## config.mk

```make
export PLATFORM = sky130hd
export DESIGN_NAME = adc_frame_packer
export DESIGN_NICKNAME = d
export VERILOG_FILES = /design/src/rtl/adc_pkg.sv /design/src/rtl/adc_frame_packer.sv
export SDC_FILE = /design/constraint.sdc
export NUM_CORES = 1
export LEC_CHECK = 0
export BUFFER_PORTS_ARGS = -buffer_cell sky130_fd_sc_hd__buf_2
export CAP_MARGIN = 10
export CORE_MARGIN = 2
export CORE_UTILIZATION = 47
export CTS_CLUSTER_DIAMETER = 100
export DETAILED_ROUTE_END_ITERATION = 12
export PLACE_DENSITY = 0.83
export SLEW_MARGIN = 20
export SYNTH_ARGS = -nofsm -noshare
export SYNTH_HDL_FRONTEND = slang
export SYNTH_SLANG_ARGS = --single-unit
```

## constraint.sdc

```tcl
create_clock -name clk -period 1.5 [get_ports clk]
set_input_delay 0.3 -clock clk [delete_from_list [all_inputs] [get_ports clk]]
set_output_delay 0.3 -clock clk [all_outputs]
set_load 0.01 [all_outputs]
```

## src/rtl/adc_pkg.sv

```systemverilog
// adc_pkg: shared tags, FSM state type and word-formatting helpers for the
// ADC frame packer.
//   HDR_TAG / DATA_TAG : upper-nibble tags on header and data words
//   packer_state_t     : packer FSM states
//   make_header()      : {HDR_TAG, channel, 8'h00, frame_count}
//   make_data_word()   : {DATA_TAG, 4'h0, s1, channel, s0}
package adc_pkg;

  localparam logic [3:0] HDR_TAG  = 4'hA;
  localparam logic [3:0] DATA_TAG = 4'hD;

  typedef enum logic [2:0] {
    IDLE,
    HDR,
    RD0,
    CAP0,
    RD1,
    CAP1,
    SEND
  } packer_state_t;

  function automatic logic [31:0] make_header(input logic [3:0]  ch,
                                              input logic [15:0] fc);
    return {HDR_TAG, ch, 8'h00, fc};
  endfunction

  function automatic logic [31:0] make_data_word(input logic [3:0]  ch,
                                                 input logic [11:0] s1,
                                                 input logic [11:0] s0);
    return {DATA_TAG, 4'h0, s1, ch, s0};
  endfunction

endpackage

```

## src/rtl/adc_frame_packer.sv

```systemverilog
// adc_frame_packer: drains 12-bit samples from a non-FWFT FIFO (read latency 1)
// and emits fixed-length frames on an AXI4-Stream master. Each frame is one
// header word followed by FRAME_SAMPLES/2 data words, two samples per word.
// Ports:
//   clk, rst                  FIFO read clock, async active-high reset
//   enable                    permits a new frame (sampled only in IDLE)
//   fifo_not_empty, fifo_dout FIFO status and read data
//   fifo_rd_en                FIFO read strobe
//   m_axis_tdata/tvalid/tready/tlast  stream master
//   frame_count               frames fully accepted downstream (wraps)
//   busy                      FSM not in IDLE
module adc_frame_packer
  import adc_pkg::*;
#(
  parameter int unsigned DATA_WIDTH    = 12,
  parameter int unsigned FRAME_SAMPLES = 256,
  parameter logic [3:0]  CHANNEL_ID    = 4'd0
) (
  input  logic                  clk,
  input  logic                  rst,
  input  logic                  enable,
  input  logic                  fifo_not_empty,
  input  logic [DATA_WIDTH-1:0] fifo_dout,
  output logic                  fifo_rd_en,
  output logic [31:0]           m_axis_tdata,
  output logic                  m_axis_tvalid,
  input  logic                  m_axis_tready,
  output logic                  m_axis_tlast,
  output logic [15:0]           frame_count,
  output logic                  busy
);

  localparam int unsigned PAIRS = FRAME_SAMPLES / 2;
  localparam int unsigned PW    = (PAIRS > 1) ? $clog2(PAIRS) : 1;

  packer_state_t r_state;
  packer_state_t w_next;
  logic [PW-1:0] r_pair;
  logic [11:0]   r_s0;
  logic [11:0]   r_s1;
  logic [15:0]   r_frame_count;
  logic [11:0]   w_sample;
  logic          w_last_pair;

  assign w_sample    = 12'(fifo_dout);
  assign w_last_pair = (r_pair == PW'(PAIRS - 1));
  assign frame_count = r_frame_count;
  assign busy        = (r_state != IDLE);

  always_ff @(posedge clk or posedge rst) begin
    if (rst) begin
      r_state       <= IDLE;
      r_pair        <= '0;
      r_s0          <= '0;
      r_s1          <= '0;
      r_frame_count <= '0;
    end else begin
      r_state <= w_next;
      case (r_state)
        IDLE: r_pair <= '0;
        CAP0: r_s0   <= w_sample;
        CAP1: r_s1   <= w_sample;
        SEND: begin
          if (m_axis_tready) begin
            r_pair <= r_pair + 1'b1;
            if (w_last_pair) r_frame_count <= r_frame_count + 16'd1;
          end
        end
        default: ;
      endcase
    end
  end

  // Outputs decode from state and stable registers only, so tdata/tlast
  // cannot move while a word is stalled.
  always_comb begin
    w_next        = r_state;
    fifo_rd_en    = 1'b0;
    m_axis_tvalid = 1'b0;
    m_axis_tdata  = '0;
    m_axis_tlast  = 1'b0;
    case (r_state)
      IDLE: if (enable) w_next = HDR;
      HDR: begin
        m_axis_tvalid = 1'b1;
        m_axis_tdata  = make_header(CHANNEL_ID, r_frame_count);
        if (m_axis_tready) w_next = RD0;
      end
      RD0: begin
        if (fifo_not_empty) begin
          fifo_rd_en = 1'b1;
          w_next     = CAP0;
        end
      end
      CAP0: w_next = RD1;
      RD1: begin
        if (fifo_not_empty) begin
          fifo_rd_en = 1'b1;
          w_next     = CAP1;
        end
      end
      CAP1: w_next = SEND;
      SEND: begin
        m_axis_tvalid = 1'b1;
        m_axis_tdata  = make_data_word(CHANNEL_ID, r_s1, r_s0);
        m_axis_tlast  = w_last_pair;
        if (m_axis_tready) w_next = w_last_pair ? IDLE : RD0;
      end
      default: w_next = IDLE;
    endcase
  end

endmodule

```

==> summary.txt, run 1 <==
Status
  • Status: finished, violations left
  • Violated checks: negative setup slack

Routing
  • First-pass iteration count of the detailed router: 5
  • DR vias/cell: 5.63
  • DRC: 0
  • Final WL: 8.69 mm
  • Avg WL per Cell: 20.9 um
  • Vias: 2338
  • DR iter-0 viols: 223
  • Final ANT Viol Nets: 0

Critical path
  • Buf+Inv Stages, Crit Path: 3
  • Critical path startpoint category: flop
  • Critical Path RT: 1.20 ns
  • WS Path Type: reg -> out
  • Most frequent CP cell: buf_6
  • Delay-heaviest family, CP: flip-flops
  • Crit-path cells: buf_6 > nand2b_4 > nor2_4 > buf_6 > a22o_1 > buf_2
  • CP max stage delay: 0.45 ns
  • CP endpoint kind: output pin
  • CP max FO: 7
  • CP Data Arrival Time: 1.57 ns
  • Crit-path slowest cell: dfrtp_2

Clocking
  • CTS tree: yes
  • Clock sink total: 50
  • Clock latency on the worst-skew pair: 0.32 ns
  • Clock Pin Slew Worst Setup and Hold Paths: 0.09 ns
  • H-tree level count: 2
  • Post-CTS Hold Buffers: 0
  • Clock buffer depth: 2
  • TritonCTS Buffers: 5
  • Root buf cell: clkbuf_8

Placed design
  • Dpl hpwl: 4.46 mm
  • Placer Congestion: 0.909
  • Port bufs: 66
  • Pre-CTS setup slack: -0.113 ns

Synthesis
  • YS warnings: 0
  • Post-Syn Area: 2530 um2
  • Number of synthesized flops with an enable pin: 0
  • Gate Count Post-Synth: 215
  • Post-synth ARST share: 100%
  • Main synth FF type: dfrtp_1
  • Sequential-to-total area share from yosys stat: 49.4%
  • Avg Inst Size Synth: 11.8 um2
  • Synth unique cells: 41
  • Yosys reg bits: 50

Die
  • Die W: 77.4 um
  • Die H: 77.4 um
  • Std-Cell Rows: 26
  • Starting Density: 49.3%
  • Die area: 5990 um2
  • I/O pins: 69
  • Total core area: 5140 um2

Power and ir drop
  • PwrDens: 1550 nW/um2
  • P_leak: 2.07 nW
  • Max IR drop VDD: 974 uV

Timing
  • Worst slew pin tran: 0.542 ns
  • Max-slew headroom: 63.6%
  • F_max: 535 MHz
  • Final min period: 1.87 ns
  • Hold Violations, Final: 0
  • Hold slack final: 0.0357 ns
  • RSZ-0062 raised after global routing: yes
  • Setup ws final: -0.368 ns
  • Fin. max-slew vios: 0
  • Skew final: 0.0132 ns
  • Setup-failing EPs final: 69
  • Tcrit/Tclk final: 125%

Final layout
  • Layout cells sized above 1: 64.9%
  • Most frequent cells in the layout: dfrtp_1 (47), buf_2 (47), buf_6 (43), buf_4 (34), and2_4 (16)
  • Antenna Cells: 0
  • Area grow syn2layout: 61.7%
  • Nets: 363

Global routing
  • Vias in the first global route: 2429
  • Global-route wire length before repair: 12.7 mm
  • Largest net degree at the start of global routing: 51
  • Gr ovfl total: 0
  • Tot GR Track Use: 27.4%
  • Antenna violations before repair: 0

Flow run
  • Max-cap violations: 0

Min path
  • Hold WC Path Type: in -> async
==> repair_timing <==
item,CTS,global route
setup endpoints to repair,78,80
hold endpoints to repair,0,0
buffers inserted,16,6
gates resized for setup,62,55
cloned,3,1
pin swaps,33,27
==> logic make-up (layout without fill, tap and decap cells) <==
logic type      count (synthesis)  in the layout  synth area share, %
compound gates                 28             28                 9.93
xor+xnor                       17             17                 5.88
fa+ha+maj                       2              2                0.987
buf+inv                        16            144                 3.70
flops                          50             50                 49.4
mux                            26             26                 11.5
other cells                     1              2                0.148
simple gates                   75             76                 18.5
==> path summary, 6_finish.rpt <==
| kind | cells past startpoint | slack (ns) | from | end |
|---|---|---|---|---|
| min in group clk | 2 | 0.22 | fifo_dout[7] | r_s1[7] |
| max in group asynchronous | 3 | 1.22 | rst | r_state[1] |
| worst max-delay path | 6 | -0.37 | r_state[1] | m_axis_tdata[8] |
| worst min-delay path | 3 | 0.04 | rst | r_pair[0] |
| worst max register to register | 7 | -0.24 | r_state[2] | frame_count[1] |
| worst min register to register | 1 | 0.51 | r_s1[4] | r_s1[4] |
==> metal layers <==
metal | track usage [%] | share of wire [%] | wire [um]
met5 | 0 | 0 | 0
met4 | 11.1 | 3.3 | 287
met3 | 5.58 | 6.1 | 532
met2 | 44.9 | 50 | 4380
met1 | 35.8 | 40 | 3490
==> power by group <==
part	switching, mW	leakage (nW)	internal (mW)	total (mW)
Sequential	0.294	0.634	1.75	2.04
Clock	0.485	0.0683	0.668	1.15
Combinational	1.36	1.37	1.78	3.14
==> synth_stat cells, types with 2 or more instances <==
cell / n / share of area, %
inv_1: 5 / 0.74
and2_1: 16 / 4.0
a21oi_1: 3 / 0.59
buf_2: 3 / 0.59
nor4_4: 2 / 1.7
buf_4: 6 / 1.8
ha_1: 2 / 0.99
nand3_1: 10 / 2.0
mux2_2: 25 / 11
nor3_1: 5 / 0.99
nand2b_1: 2 / 0.49
a32o_1: 2 / 0.79
xnor2_1: 15 / 5.2
o21ai_0: 5 / 0.99
nor2_1: 11 / 1.6
nand4_1: 6 / 1.5
dfrtp_1: 50 / 49
xor2_1: 2 / 0.69
nand2_1: 12 / 1.8
a22o_1: 12 / 4.1
==> through the flow <==
stage / total power [mW] / cell area [um2] / std cells / utilization (%) / setup TNS [ns]
2_1_floorplan: 3.22 / 2590 / 216 / - / -0.132
3_3_place_gp: 3.91 / 3260 / 383 / 63.5 / -1.37
3_5_place_dp: 3.98 / 3260 / 383 / 63.5 / -3.35
4_1_cts: 5.77 / 3800 / 409 / 74.0 / -11.01
5_1_grt: 6.61 / 4100 / 415 / 79.7 / -19.44
6_report: 6.34 / 4100 / 415 / 79.7 / -15.59
==> worst reg2reg max path, stage by stage (launching register included) <==
cell and delay [ns]:
dfrtp_2 0.44, buf_4 0.14, buf_6 0.09, buf_6 0.11
nand4b_4 0.15, buf_6 0.16, nor3_4 0.21, mux2_4 0.33
==> sequential cells by signal, summed over array words and instances, names as in the netlist <==
register and count:
frame_count 16, r_s0 12, r_pair 7, r_state 3, r_s1 12
==> cell type report <==
class	instances	area, um2
Clock buffer	5	68.8
Sequential cell	50	1250
Inverter	5	22.5
Fill cell	294	1040
Timing Repair Buffer	131	1120
Tap cell	70	87.6
Clock inverter	3	68.8
Multi-Input combinational cell	151	1470
(Power assumes the default switching activity.)
==> inputs of run 2 (changes only) <==
- ABC_AREA: not set -> 1
- PLACE_DENSITY: 0.83 -> 0.82
- SETUP_SLACK_MARGIN: not set -> 0.3
- SKIP_CTS_REPAIR_TIMING: not set -> 1
==> run 2 against run 1 <==
Against the previous run:
- the flow still finishes with violations (negative setup slack)
- clock-buffer cell count is 2 higher
- clock power is 13% lower
- synthesized cell count is 74% higher
- sequential cell count stayed put
- first-iteration DRC count is 26% higher
- global-route usage is 4.6 points lower
- combinational power is 26% higher
- power is 11% higher
==> summary.txt, run 2 <==
Timing
  • Skew final: 0.0202 ns
  • Hold Violations, Final: 0
  • Hold slack final: 0.254 ns
  • Fin. max-slew vios: 0
  • Setup TNS: -10.47 ns
  • Setup-failing EPs final: 48
  • F_max: 548 MHz
  • Setup ws final: -0.325 ns
  • Final min period: 1.83 ns
  • Tcrit/Tclk final: 122%
  • RSZ-0062 raised after global routing: yes

Placed design
  • Placement Cell Area: 3580 um2
  • Dpl hpwl: 5.28 mm
  • Placer Congestion: 0.911
  • Pre-CTS setup slack: -0.0426 ns
  • Inst Count DP: 524
  • Port bufs: 66

Global routing
  • Largest net degree at the start of global routing: 31
  • Gr ovfl total: 0
  • Global-route wire length before repair: 11.5 mm
  • Antenna violations before repair: 0
  • Tot GR Track Use: 22.9%
  • Vias in the first global route: 2492

Final layout
  • # fillers: 302
  • Max reg flops: 16
  • Core Util, Final: 82.5%
  • Layout cells sized above 1: 47.3%
  • Most frequent cells in the layout: nand2_1 (78), inv_1 (54), buf_6 (45), dfrtp_1 (43), buf_2 (33)
  • Commonest non-fill, non-tap cell in the layout: nand2_1
  • Reg area: 1260 um2
  • Multi-input logic area: 1700 um2
  • Nets: 509
  • Cell area after layout: 4600 um2
  • Antenna Cells: 0
  • Area grow syn2layout: 67.9%
  • Fin cells: 563

Synthesis
  • Gate Count Post-Synth: 375
  • Post-Syn Area: 2740 um2
  • Sequential-to-total area share from yosys stat: 45.7%
  • Avg Inst Size Synth: 7.30 um2
  • Top-count cell post-synth: nand2_1
  • Main synth FF type: dfrtp_1
  • Yosys top cell area share: 45.7%
  • Synth unique cells: 25
  • Synth area leader: dfrtp_1
  • YS warnings: 0
  • Number of synthesized flops with an enable pin: 0
  • Yosys reg bits: 50
  • Synth area leaders: dfrtp_1 (46%), nand2_1 (15%), inv_1 (8.4%)
  • Commonest cells post-synth: nand2_1 (110), inv_1 (61), dfrtp_1 (50)
  • Post-synth ARST share: 100%

Routing
  • First-pass iteration count of the detailed router: 6
  • DR vias/cell: 5.57
  • Final WL: 10.1 mm
  • DRC: 0
  • Vias: 3136
  • Avg WL per Cell: 18.0 um
  • Final ANT Viol Nets: 0
  • DR iter-0 viols: 282

Critical path
  • CP max FO: 8
  • Critical path startpoint category: flop
  • CP Data Arrival Time: 1.53 ns
  • Crit-path slowest cell: dfrtp_2
  • CP endpoint kind: output pin
  • Critical Path RT: 1.20 ns
  • CP max stage delay: 0.47 ns
  • WS Path Type: reg -> out
  • Crit-path cells: nor2_4 > nand2_8 > buf_4 > o21ai_2 > buf_6

Clocking
  • Clock latency on the worst-skew pair: 0.31 ns
  • H-tree level count: 2
  • TritonCTS Buffers: 5
  • Clock Pin Slew Worst Setup and Hold Paths: 0.10 ns
  • CTS tree: yes
  • Clock sink total: 50
  • Clock buffer depth: 2
  • Root buf cell: clkbuf_8

Power and ir drop
  • Power, Total: 7.06 mW
  • PwrDens: 1540 nW/um2
  • Max IR drop VDD: 1220 uV
  • P_leak: 2.33 nW

Die
  • Starting Density: 49.1%
  • Die area: 6450 um2
  • Die H: 80.3 um
  • I/O pins: 69
  • Die W: 80.3 um
  • Total core area: 5570 um2
  • Std-Cell Rows: 27

Status
  • Violated checks: negative setup slack
  • Status: finished, violations left

Flow run
  • Max-cap violations: 0

Min path
  • Hold WC Path Type: in -> reg
run 2: cell types whose count changed after synthesis, sizes merged, moves of 4 or more:
cell | previous run | this run
a22o | 12 | 0
and2 | 16 | 0
clkbuf | 1 | 5
inv | 5 | 62
mux2 | 25 | 0
nand2 | 13 | 114
nand3 | 12 | 22
nor2 | 12 | 42
o21ai | 5 | 46
xnor2 | 15 | 0
xor2 | 2 | 8
run 2: metal layers:
layer / wire length (um) / vias up / track usage [%]
met5: 0 / - / 0
met4: 484 / 0 / 4.24
met3: 893 / 51 / 4.04
met2: 5110 / 216 / 39.1
met1: 3660 / 1481 / 30.7
li1: - / 1388 / -
run 2: cell type report:
cell class / count / area share, %
Clock buffer: 7 / 1.88
Timing Repair Buffer: 120 / 25.3
Clock inverter: 1 / 0.653
Multi-Input combinational cell: 251 / 37.0
Tap cell: 72 / 1.96
Inverter: 62 / 5.79
Sequential cell: 50 / 27.4
run 2: path summary, 6_finish.rpt:
check                                start         endpoint  slack (ns)  depth (start not counted)
max in group asynchronous              rst       r_state[1]        0.60                          4
max reg2reg                      r_pair[1]  frame_count[13]       -0.23                         10
max                             r_state[1]  m_axis_tdata[5]       -0.33                          5
min in group asynchronous              rst          r_s1[8]        0.44                          3
min                           fifo_dout[3]          r_s0[3]        0.25                          3
min reg2reg                frame_count[15]  frame_count[15]        0.49                          2
run 2: kinds of logic after synthesis:
group | share of synthesized area (%)
fa+ha+maj | 0.914
other cells | 0.137
buf+inv | 11.8
xor+xnor | 2.56
simple gates | 29.9
compound gates | 8.95
flops | 45.7
run 2: power breakdown:
group	leakage (nW)	internal [mW]	total (mW)	switching, mW
logic	1.67	1.82	3.95	2.14
registers	0.600	1.73	2.11	0.379
clock network	0.0585	0.545	1.00	0.456
total	2.33	4.09	7.06	2.97
run 2: critical path: cells and delay by family, from the launching register on:
| family | cells | cell delay [ns] |
|---|---|---|
| flip-flops | 1 | 0.47 |
| AO/OA/AOI/OAI | 1 | 0.15 |
| AND/OR/NAND/NOR | 2 | 0.29 |
| buffers and inverters | 2 | 0.28 |
